===== src/rtl/alu_cmd_issuer_if.sv =====
// alu_cmd_issuer_if: command and response valid/ready bundle between host and issuer
interface alu_cmd_issuer_if #(
    parameter int DATA_W = 8,
    parameter int OP_W = 3
);
    logic              cmd_valid;
    logic              cmd_ready;
    logic [OP_W-1:0]   cmd_op;
    logic [DATA_W-1:0] cmd_a;
    logic [DATA_W-1:0] cmd_b;
    logic              cmd_use_acc;
    logic              rsp_valid;
    logic              rsp_ready;
    logic [DATA_W-1:0] rsp_data;
    logic              rsp_zero;
    logic              rsp_illegal;
    modport master (
        output cmd_valid, cmd_op, cmd_a, cmd_b, cmd_use_acc, rsp_ready,
        input  cmd_ready, rsp_valid, rsp_data, rsp_zero, rsp_illegal
    );
    modport slave (
        input  cmd_valid, cmd_op, cmd_a, cmd_b, cmd_use_acc, rsp_ready,
        output cmd_ready, rsp_valid, rsp_data, rsp_zero, rsp_illegal
    );
endinterface


===== src/rtl/alu_cmd_issuer.sv =====
// alu_cmd_issuer: registered ALU command front-end with accumulator; ALU_CMD_STATS_EN adds op/illegal counters
module alu_cmd_issuer #(
    parameter int DATA_W = 8,
    parameter int OP_W = 3,
    parameter logic [DATA_W-1:0] ACC_INIT = '0
) (
    input  logic              clk,
    input  logic              rst_n,
    alu_cmd_issuer_if.slave   bus,
    output logic [DATA_W-1:0] alu_a,
    output logic [DATA_W-1:0] alu_b,
    output logic [OP_W-1:0]   alu_opcode,
    input  logic [DATA_W-1:0] alu_result,
    output logic [DATA_W-1:0] acc,
    output logic              busy
`ifdef ALU_CMD_STATS_EN
    ,
    input  logic              stat_clr,
    output logic [15:0]       stat_ops,
    output logic [7:0]        stat_illegal
`endif
);
    typedef enum logic [1:0] {IDLE, ISSUE, RESP} state_t;
    state_t state, state_d;
    logic   illegal;
    logic   rsp_hs;
    always_comb begin
        state_d = state;
        state_d = state == IDLE  ? (bus.cmd_valid ? ISSUE : IDLE) :
                  state == ISSUE ? RESP :
                  (bus.rsp_ready ? IDLE : RESP);
        bus.cmd_ready = state == IDLE;
        bus.rsp_valid = state == RESP;
        busy          = state != IDLE;
        rsp_hs        = state == RESP && bus.rsp_ready;
    end
    always_ff @(posedge clk or negedge rst_n)
        if (!rst_n) state <= IDLE;
        else        state <= state_d;
    always_ff @(posedge clk or negedge rst_n) begin
        if (!rst_n) begin
            alu_a           <= '0;
            alu_b           <= '0;
            alu_opcode      <= '0;
            illegal         <= 1'b0;
            bus.rsp_data    <= '0;
            bus.rsp_zero    <= 1'b0;
            bus.rsp_illegal <= 1'b0;
            acc             <= ACC_INIT;
        end else begin
            if (state == IDLE && bus.cmd_valid) begin
                alu_a      <= bus.cmd_use_acc ? acc : bus.cmd_a;
                alu_b      <= bus.cmd_b;
                alu_opcode <= bus.cmd_op;
                illegal    <= bus.cmd_op > OP_W'(4);
            end
            // ALU has had the full ISSUE cycle to settle on the registered operands
            if (state == ISSUE) begin
                bus.rsp_data    <= alu_result;
                bus.rsp_zero    <= alu_result == '0;
                bus.rsp_illegal <= illegal;
                if (!illegal) acc <= alu_result;
            end
        end
    end
`ifdef ALU_CMD_STATS_EN
    always_ff @(posedge clk or negedge rst_n) begin
        if (!rst_n) begin
            stat_ops     <= '0;
            stat_illegal <= '0;
        end else if (stat_clr) begin
            stat_ops     <= '0;
            stat_illegal <= '0;
        end else if (rsp_hs) begin
            stat_ops <= stat_ops + 16'd1;
            if (bus.rsp_illegal && stat_illegal != 8'hFF) stat_illegal <= stat_illegal + 8'd1;
        end
    end
`else
    logic unused_hs;
    assign unused_hs = rsp_hs;
`endif
endmodule


===== src/flat_wrapper.sv =====
// flat-port wrapper written by rule: the top's interface ports become plain ports
module alu_cmd_issuer_flat 
#(
    parameter int DATA_W = 8,
    parameter int OP_W = 3,
    parameter logic [DATA_W-1:0] ACC_INIT = '0
)
  (clk, rst_n, alu_a, alu_b, alu_opcode, alu_result, acc, busy, bus_cmd_valid, bus_cmd_op, bus_cmd_a, bus_cmd_b, bus_cmd_use_acc, bus_rsp_ready, bus_cmd_ready, bus_rsp_valid, bus_rsp_data, bus_rsp_zero, bus_rsp_illegal);
  alu_cmd_issuer_if #(.DATA_W(DATA_W), .OP_W(OP_W)) bus_i ();
  input  logic clk;
  input  logic rst_n;
  output logic [DATA_W-1:0] alu_a;
  output logic [DATA_W-1:0] alu_b;
  output logic [OP_W-1:0] alu_opcode;
  input  logic [DATA_W-1:0] alu_result;
  output logic [DATA_W-1:0] acc;
  output logic busy;
  input wire logic [$bits(bus_i.cmd_valid)-1:0] bus_cmd_valid;
  input wire logic [$bits(bus_i.cmd_op)-1:0] bus_cmd_op;
  input wire logic [$bits(bus_i.cmd_a)-1:0] bus_cmd_a;
  input wire logic [$bits(bus_i.cmd_b)-1:0] bus_cmd_b;
  input wire logic [$bits(bus_i.cmd_use_acc)-1:0] bus_cmd_use_acc;
  input wire logic [$bits(bus_i.rsp_ready)-1:0] bus_rsp_ready;
  output wire logic [$bits(bus_i.cmd_ready)-1:0] bus_cmd_ready;
  output wire logic [$bits(bus_i.rsp_valid)-1:0] bus_rsp_valid;
  output wire logic [$bits(bus_i.rsp_data)-1:0] bus_rsp_data;
  output wire logic [$bits(bus_i.rsp_zero)-1:0] bus_rsp_zero;
  output wire logic [$bits(bus_i.rsp_illegal)-1:0] bus_rsp_illegal;
  assign bus_i.cmd_valid = bus_cmd_valid;
  assign bus_i.cmd_op = bus_cmd_op;
  assign bus_i.cmd_a = bus_cmd_a;
  assign bus_i.cmd_b = bus_cmd_b;
  assign bus_i.cmd_use_acc = bus_cmd_use_acc;
  assign bus_i.rsp_ready = bus_rsp_ready;
  assign bus_cmd_ready = bus_i.cmd_ready;
  assign bus_rsp_valid = bus_i.rsp_valid;
  assign bus_rsp_data = bus_i.rsp_data;
  assign bus_rsp_zero = bus_i.rsp_zero;
  assign bus_rsp_illegal = bus_i.rsp_illegal;
  alu_cmd_issuer #(.DATA_W(DATA_W), .OP_W(OP_W), .ACC_INIT(ACC_INIT)) u_core (.clk(clk), .rst_n(rst_n), .bus(bus_i), .alu_a(alu_a), .alu_b(alu_b), .alu_opcode(alu_opcode), .alu_result(alu_result), .acc(acc), .busy(busy));
endmodule

===== config.mk =====
export PLATFORM = sky130hd
export DESIGN_NAME = alu_cmd_issuer_flat
export DESIGN_NICKNAME = d
export VERILOG_FILES = /design/src/rtl/alu_cmd_issuer_if.sv /design/src/rtl/alu_cmd_issuer.sv /design/src/flat_wrapper.sv
export SDC_FILE = /design/constraint.sdc
export NUM_CORES = 1
export LEC_CHECK = 0
export CORE_UTILIZATION = 45
export CTS_CLUSTER_DIAMETER = 60
export CTS_CLUSTER_SIZE = 40
export DETAILED_ROUTE_END_ITERATION = 12
export HOLD_SLACK_MARGIN = 0.08
export PLACE_DENSITY = 0.87
export SYNTH_ARGS = -nofsm -noshare
export SYNTH_HDL_FRONTEND = slang
export SYNTH_SLANG_ARGS = --single-unit

===== constraint.sdc =====
create_clock -name clk -period 3 [get_ports clk]
set_input_delay 0.75 -clock clk [delete_from_list [all_inputs] [get_ports clk]]
set_output_delay 0.75 -clock clk [all_outputs]
set_load 0.01 [all_outputs]

## Yosys cells after proc, flatten, opt, wreduce, memory -nomap -nowiden

Index checks and enable logic that the tools add are counted.

- Input port bits: 32
- Register bits: 40
- Output and inout port bits: 40
- Word-level logic and storage cells: 23

- Magnitude comparators: 1
- Multiplexer cells: 5
- Reductions and logical operators: 5
- Eq/ne operators: 2
- Bitwise logic cells: 1

Operators with widths:

| cell | count |
|---|---|
| 8-bit logical NOT | 1 |
| 8-bit 2-to-1 mux | 1 |
| 2-bit 2-to-1 mux | 3 |
| 3-bit > comparator (second input constant) | 1 |
| 2-bit by 1-bit == test with 1-bit output (second input constant) | 1 |
| 2-bit == test (second input constant) | 1 |
| 2-bit logical NOT | 1 |
| 2-bit AND reduction | 1 |
| 2-bit nonzero test | 1 |
| 1-bit logical AND | 1 |
| 1-bit 2-to-1 mux | 1 |
| 1-bit NOT | 1 |

## Longest topological paths before layout

- Depth in word-level cells: 3
- Gate-level depth with buffers: 4
- Mapped depth without buffers: 3

## Least setup slack after synthesis

OpenSTA, ideal clock, no wires.

- Path type: input to register
- From: input port bus_cmd_valid
- To: register u_core.alu_b[0]
- Data required time: 2.875 ns
- Setup time: 0.125 ns
- Buffers on the path: 1
- Stages on the path: 3
- Arrival time: 1.443 ns
- Slack: 1.432 ns
- Cell sequence: nor3b_4 > buf_6 > mux2_2

- Cells in the longest elaborated chain, start to end: 1

Ends and longest elaborated chain:

| what | line | RTL |
|---|---|---|
| start: declaration | flat_wrapper.sv:18 | `input wire logic [$bits(bus_i.cmd_valid)-1:0] bus_cmd_valid;` |
| 1-bit logical AND | alu_cmd_issuer.sv:51 | `if (state == IDLE && bus.cmd_valid) begin` |
| end signal: assignment | alu_cmd_issuer.sv:53 | `alu_b <= bus.cmd_b;` |
| end: declaration | alu_cmd_issuer.sv:11 | `output logic [DATA_W-1:0] alu_b,` |

Every way passes these cells.
A chain may end at the register's enable or synchronous reset.

## Worst setup path in the final report

- From: register u_core.state[1]
- To: output port bus_cmd_ready

- Cells in the longest elaborated chain, start to end: 1

Ends and longest elaborated chain:

| what | line | RTL |
|---|---|---|
| start: declaration | alu_cmd_issuer.sv:24 | `state_t state, state_d;` |
| start signal: assignment | alu_cmd_issuer.sv:39 | `else state <= state_d;` |
| 2-bit logical NOT | alu_cmd_issuer.sv:32 | `bus.cmd_ready = state == IDLE;` |
| end: declaration | flat_wrapper.sv:24 | `output wire logic [$bits(bus_i.cmd_ready)-1:0] bus_cmd_ready;` |

Every way passes these cells.

==> run_summary.xml <==
<?xml version="1.0" encoding="UTF-8"?>
<metrics>
  <group name="status">
    <metric name="outcome" unit="">completed</metric>
  </group>
  <group name="worst_setup_path">
    <metric name="critPathLaunchType" unit="">flop</metric>
    <metric name="critical_path.reg2reg.startpoint" unit="">u_core.state[1]</metric>
    <metric name="signal_arrival_time_at_the_worst_endpoint" unit="ns">1.57</metric>
    <metric name="crit_buf_inv" unit="">1</metric>
    <metric name="worst-endpoint-required" unit="ns">2.25</metric>
    <metric name="crit_family" unit="">buffers and inverters</metric>
    <metric name="worst-path-max-fanout" unit="">5</metric>
    <metric name="endpoint" unit="">bus_cmd_ready</metric>
    <metric name="path_cells" unit="">nor2_1 &gt; clkdlybuf4s50_1</metric>
    <metric name="ff2ff_path_depth" unit="">4</metric>
    <metric name="path_depth" unit="">2</metric>
    <metric name="timing.setup.critical_path_class" unit="">flop to output pin</metric>
    <metric name="worstReg2RegEnd" unit="">u_core.alu_a[6]</metric>
    <metric name="timing.critical_path.to_type" unit="">output pin</metric>
    <metric name="cell_with_the_biggest_individual_delay_on_the_critical_path" unit="">clkdlybuf4s50_1</metric>
    <metric name="ff2ff_setup_slack" unit="ns">1.35</metric>
    <metric name="slowest_delay" unit="ns">0.57</metric>
    <metric name="critPathLaunch" unit="">u_core.state[1]</metric>
  </group>
  <group name="clock_network">
    <metric name="clkTransAtPathRegs" unit="ns">0.11</metric>
    <metric name="clk_latency" unit="ns">0.35</metric>
    <metric name="clkSinkCount" unit="">40</metric>
    <metric name="holdBufCountCts" unit="">0</metric>
    <metric name="tritoncts.num_buffers" unit="">5</metric>
    <metric name="tritoncts" unit="">built</metric>
    <metric name="post-cts-setup-buffers" unit="">0</metric>
    <metric name="h-tree-depth" unit="">2</metric>
    <metric name="clock-root-buffer" unit="">clkbuf_4</metric>
    <metric name="cts.repair.resized" unit="">0</metric>
    <metric name="clock_path_buffers" unit="">2</metric>
  </group>
  <group name="layout">
    <metric name="final_net_count" unit="">219</metric>
    <metric name="flow.area_growth_from_synthesis" unit="%">47.7</metric>
    <metric name="drive_above_1_share" unit="%">19.7</metric>
    <metric name="fill_cells" unit="">256</metric>
    <metric name="most_common_cell_after_layout_fill_and_taps_aside" unit="">clkdlybuf4s50_1</metric>
    <metric name="n_antenna_cell" unit="">0</metric>
    <metric name="final_cell_mix" unit="">clkdlybuf4s50_1 (70), dfrtp_1 (40), mux2_2 (19), a21oi_1 (10), nor2_1 (9)</metric>
  </group>
  <group name="logic_synthesis">
    <metric name="synth_simple_gate_area_share" unit="%">6.91</metric>
    <metric name="postSynthRegisterBits" unit="">40</metric>
    <metric name="synth_area" unit="mm^2">0.00165</metric>
    <metric name="yosys_warnings" unit="">0</metric>
    <metric name="synth_compound_gate_area_share" unit="%">4.10</metric>
    <metric name="area_fraction_of_the_dominant_cell_type_after_synthesis" unit="%">60.7</metric>
    <metric name="synth_top_area_cell" unit="">dfrtp_1</metric>
    <metric name="synthesis.area_per_instance" unit="um^2">14.6</metric>
    <metric name="synthMuxAreaShare" unit="%">24.9</metric>
    <metric name="synth_nets" unit="">145</metric>
    <metric name="post_synthesis_cell_type_count" unit="">19</metric>
    <metric name="synthAdderAreaFrac" unit="%">0</metric>
    <metric name="yosys.area_share.xor_xnor" unit="%">0</metric>
    <metric name="yosysSeqAreaShare" unit="%">60.7</metric>
    <metric name="synth_area_leaders" unit="">dfrtp_1 (61%), mux2_2 (13%), mux2_4 (6.4%)</metric>
    <metric name="synth_top_family_by_area" unit="">multiplexers</metric>
    <metric name="synthesis.instances" unit="">113</metric>
  </group>
  <group name="global_route">
    <metric name="total_grt_usage" unit="%">20.5</metric>
    <metric name="grt_pass1_wl" unit="um">6070</metric>
    <metric name="number_of_antenna_violations_at_the_first_check_in_global_routing" unit="">0</metric>
    <metric name="pin_count_of_the_biggest_net_entering_global_routing" unit="">41</metric>
    <metric name="first_global_vias" unit="">1254</metric>
    <metric name="globalRoute.totalOverflow" unit="">0</metric>
  </group>
  <group name="place">
    <metric name="placement.io_buffers" unit="">71</metric>
    <metric name="gp_congestion" unit="">0.797</metric>
    <metric name="post-dp-hpwl" unit="um">2670</metric>
  </group>
  <group name="detailed_routing">
    <metric name="detail-route-antenna-nets" unit="">0</metric>
    <metric name="finalWirelength" unit="um">3470</metric>
    <metric name="dr.first_iter.drc_count" unit="">53</metric>
    <metric name="drc" unit="">0</metric>
    <metric name="avgViaCountPerCell" unit="">4.94</metric>
    <metric name="first_pass_iters" unit="">4</metric>
    <metric name="dr_total_vias" unit="">1156</metric>
    <metric name="drt-wirelength-per-cell" unit="um">14.8</metric>
  </group>
  <group name="sta">
    <metric name="finClkSkew" unit="ns">0.00746</metric>
    <metric name="unrepaired_setup_endpoints_after_global_routing" unit="">no</metric>
    <metric name="finalCriticalPeriod" unit="ns">2.32</metric>
    <metric name="tightest_slew" unit="ns">0.853</metric>
    <metric name="max-slew-margin-rel" unit="%">43.2</metric>
    <metric name="final_hold_slack" unit="ns">0.498</metric>
    <metric name="post-route-period-util" unit="%">77.2</metric>
    <metric name="tns" unit="ns">0</metric>
    <metric name="setup_viol" unit="">0</metric>
    <metric name="hold_violations" unit="">0</metric>
    <metric name="max_freq" unit="GHz">0.432</metric>
    <metric name="finalMaxSlewViolations" unit="">0</metric>
  </group>
  <group name="floorplan">
    <metric name="starting_density_of_the_core" unit="%">48.2</metric>
    <metric name="die-width" unit="um">62.5</metric>
    <metric name="design.portCount" unit="">72</metric>
    <metric name="dieArea" unit="mm^2">0.00391</metric>
    <metric name="coreArea" unit="mm^2">0.00342</metric>
    <metric name="die_y" unit="um">62.5</metric>
    <metric name="number_of_placement_rows" unit="">21</metric>
  </group>
  <group name="run">
    <metric name="maxCapViolations" unit="">0</metric>
  </group>
  <group name="power_and_ir_drop">
    <metric name="power.density" unit="mW/mm^2">1020</metric>
    <metric name="power.static_leakage" unit="nW">1.05</metric>
    <metric name="power.ir.vdd_worst" unit="mV">0.592</metric>
  </group>
  <group name="worst_hold_path">
    <metric name="hp_class" unit="">primary input to asynchronous set/reset pin</metric>
  </group>
</metrics>
where the power goes:
part           leakage (nW)  switching [mW]  total (mW)  internal [mW]
registers             0.470           0.185       0.991          0.806
logic                 0.549           0.448        1.22          0.772
clock network        0.0326           0.166       0.282          0.116
how the worst min path moves through the flow:
| stage | cells after the start | startpoint | end |
|---|---|---|---|
| finish | 1 | rst_n | u_core.bus.rsp_illegal |
| global route | 1 | u_core.alu_opcode[1] | u_core.alu_opcode[1] |
| CTS | 1 | u_core.alu_opcode[1] | u_core.alu_opcode[1] |
| detailed placement | 1 | u_core.alu_opcode[1] | u_core.alu_opcode[1] |
| global placement | 2 | u_core.bus.rsp_zero | u_core.bus.rsp_zero |
| floorplan | 0 | rst_n | u_core.acc[0] |
routing by layer:
| metal | up-vias | wire [um] | track usage, % |
|---|---|---|---|
| met4 | 0 | 47 | 6.10 |
| met1 | 554 | 1480 | 24.9 |
| met5 | - | 0 | 0 |
| met2 | 58 | 1600 | 32.9 |
| li1 | 539 | - | - |
| met3 | 5 | 352 | 8.94 |
cells in the mapped netlist:
cell and number:
dfrtp_1 40, mux2_2 19, a21oi_1 10, nor2_1 9, mux2i_1 8, mux2_4 7, buf_6 3, inv_1 3
nand2_1 2, nor4_1 2, o21ai_0 2, and2b_1 1, buf_2 1, clkbuf_2 1, mux2_1 1, nand2b_4 1
nor2_8 1, nor3b_4 1, o211ai_1 1
cells by family (layout without fill, tap and decap cells):
group           count (synthesis)  after routing
simple gates                   17             17
compound gates                 13             13
mux                            35             35
flops                          40             40
buf+inv                         8             83
worst register-to-register path: stages, from the launching register on:
cell and delay [ns]:
dfrtp_1 0.46, nor3b_4 0.59, buf_4 0.33, nor2_1 0.07, a21oi_1 0.14
flip-flops by register name (all words and copies together) (netlist names):
register,cells
u_core.alu_b,8
u_core.state,2
u_core.bus.rsp_data,8
u_core.alu_opcode,3
u_core.bus.rsp_zero,1
u_core.bus.rsp_illegal,1
u_core.alu_a,8
u_core.illegal,1
u_core.acc,8
per-stage QoR:
stage	area (um^2)	setup WS [ns]	util, %	instances	power [mW]
2_1_floorplan	1650	1.43	-	113	1.56
3_3_place_gp	2370	0.716	69.5	226	2.19
3_5_place_dp	2370	0.573	69.5	226	2.23
4_1_cts	2430	0.656	71.2	234	2.52
5_1_grt	2430	0.611	71.2	234	2.65
6_report	2430	0.684	71.2	234	2.49
final cells by class:
cell class / count / area, um^2 / share of cell area [%]
timing repair buffer: 72 / 713 / 29.3
tap: 46 / 57.6 / 2.37
inverter: 3 / 11.3 / 0.463
sequential: 40 / 1000 / 41.1
multi-input combinational: 65 / 592 / 24.3
clock buffer: 8 / 58.8 / 2.42
Note: power is estimated with default switching activity, not from simulation.
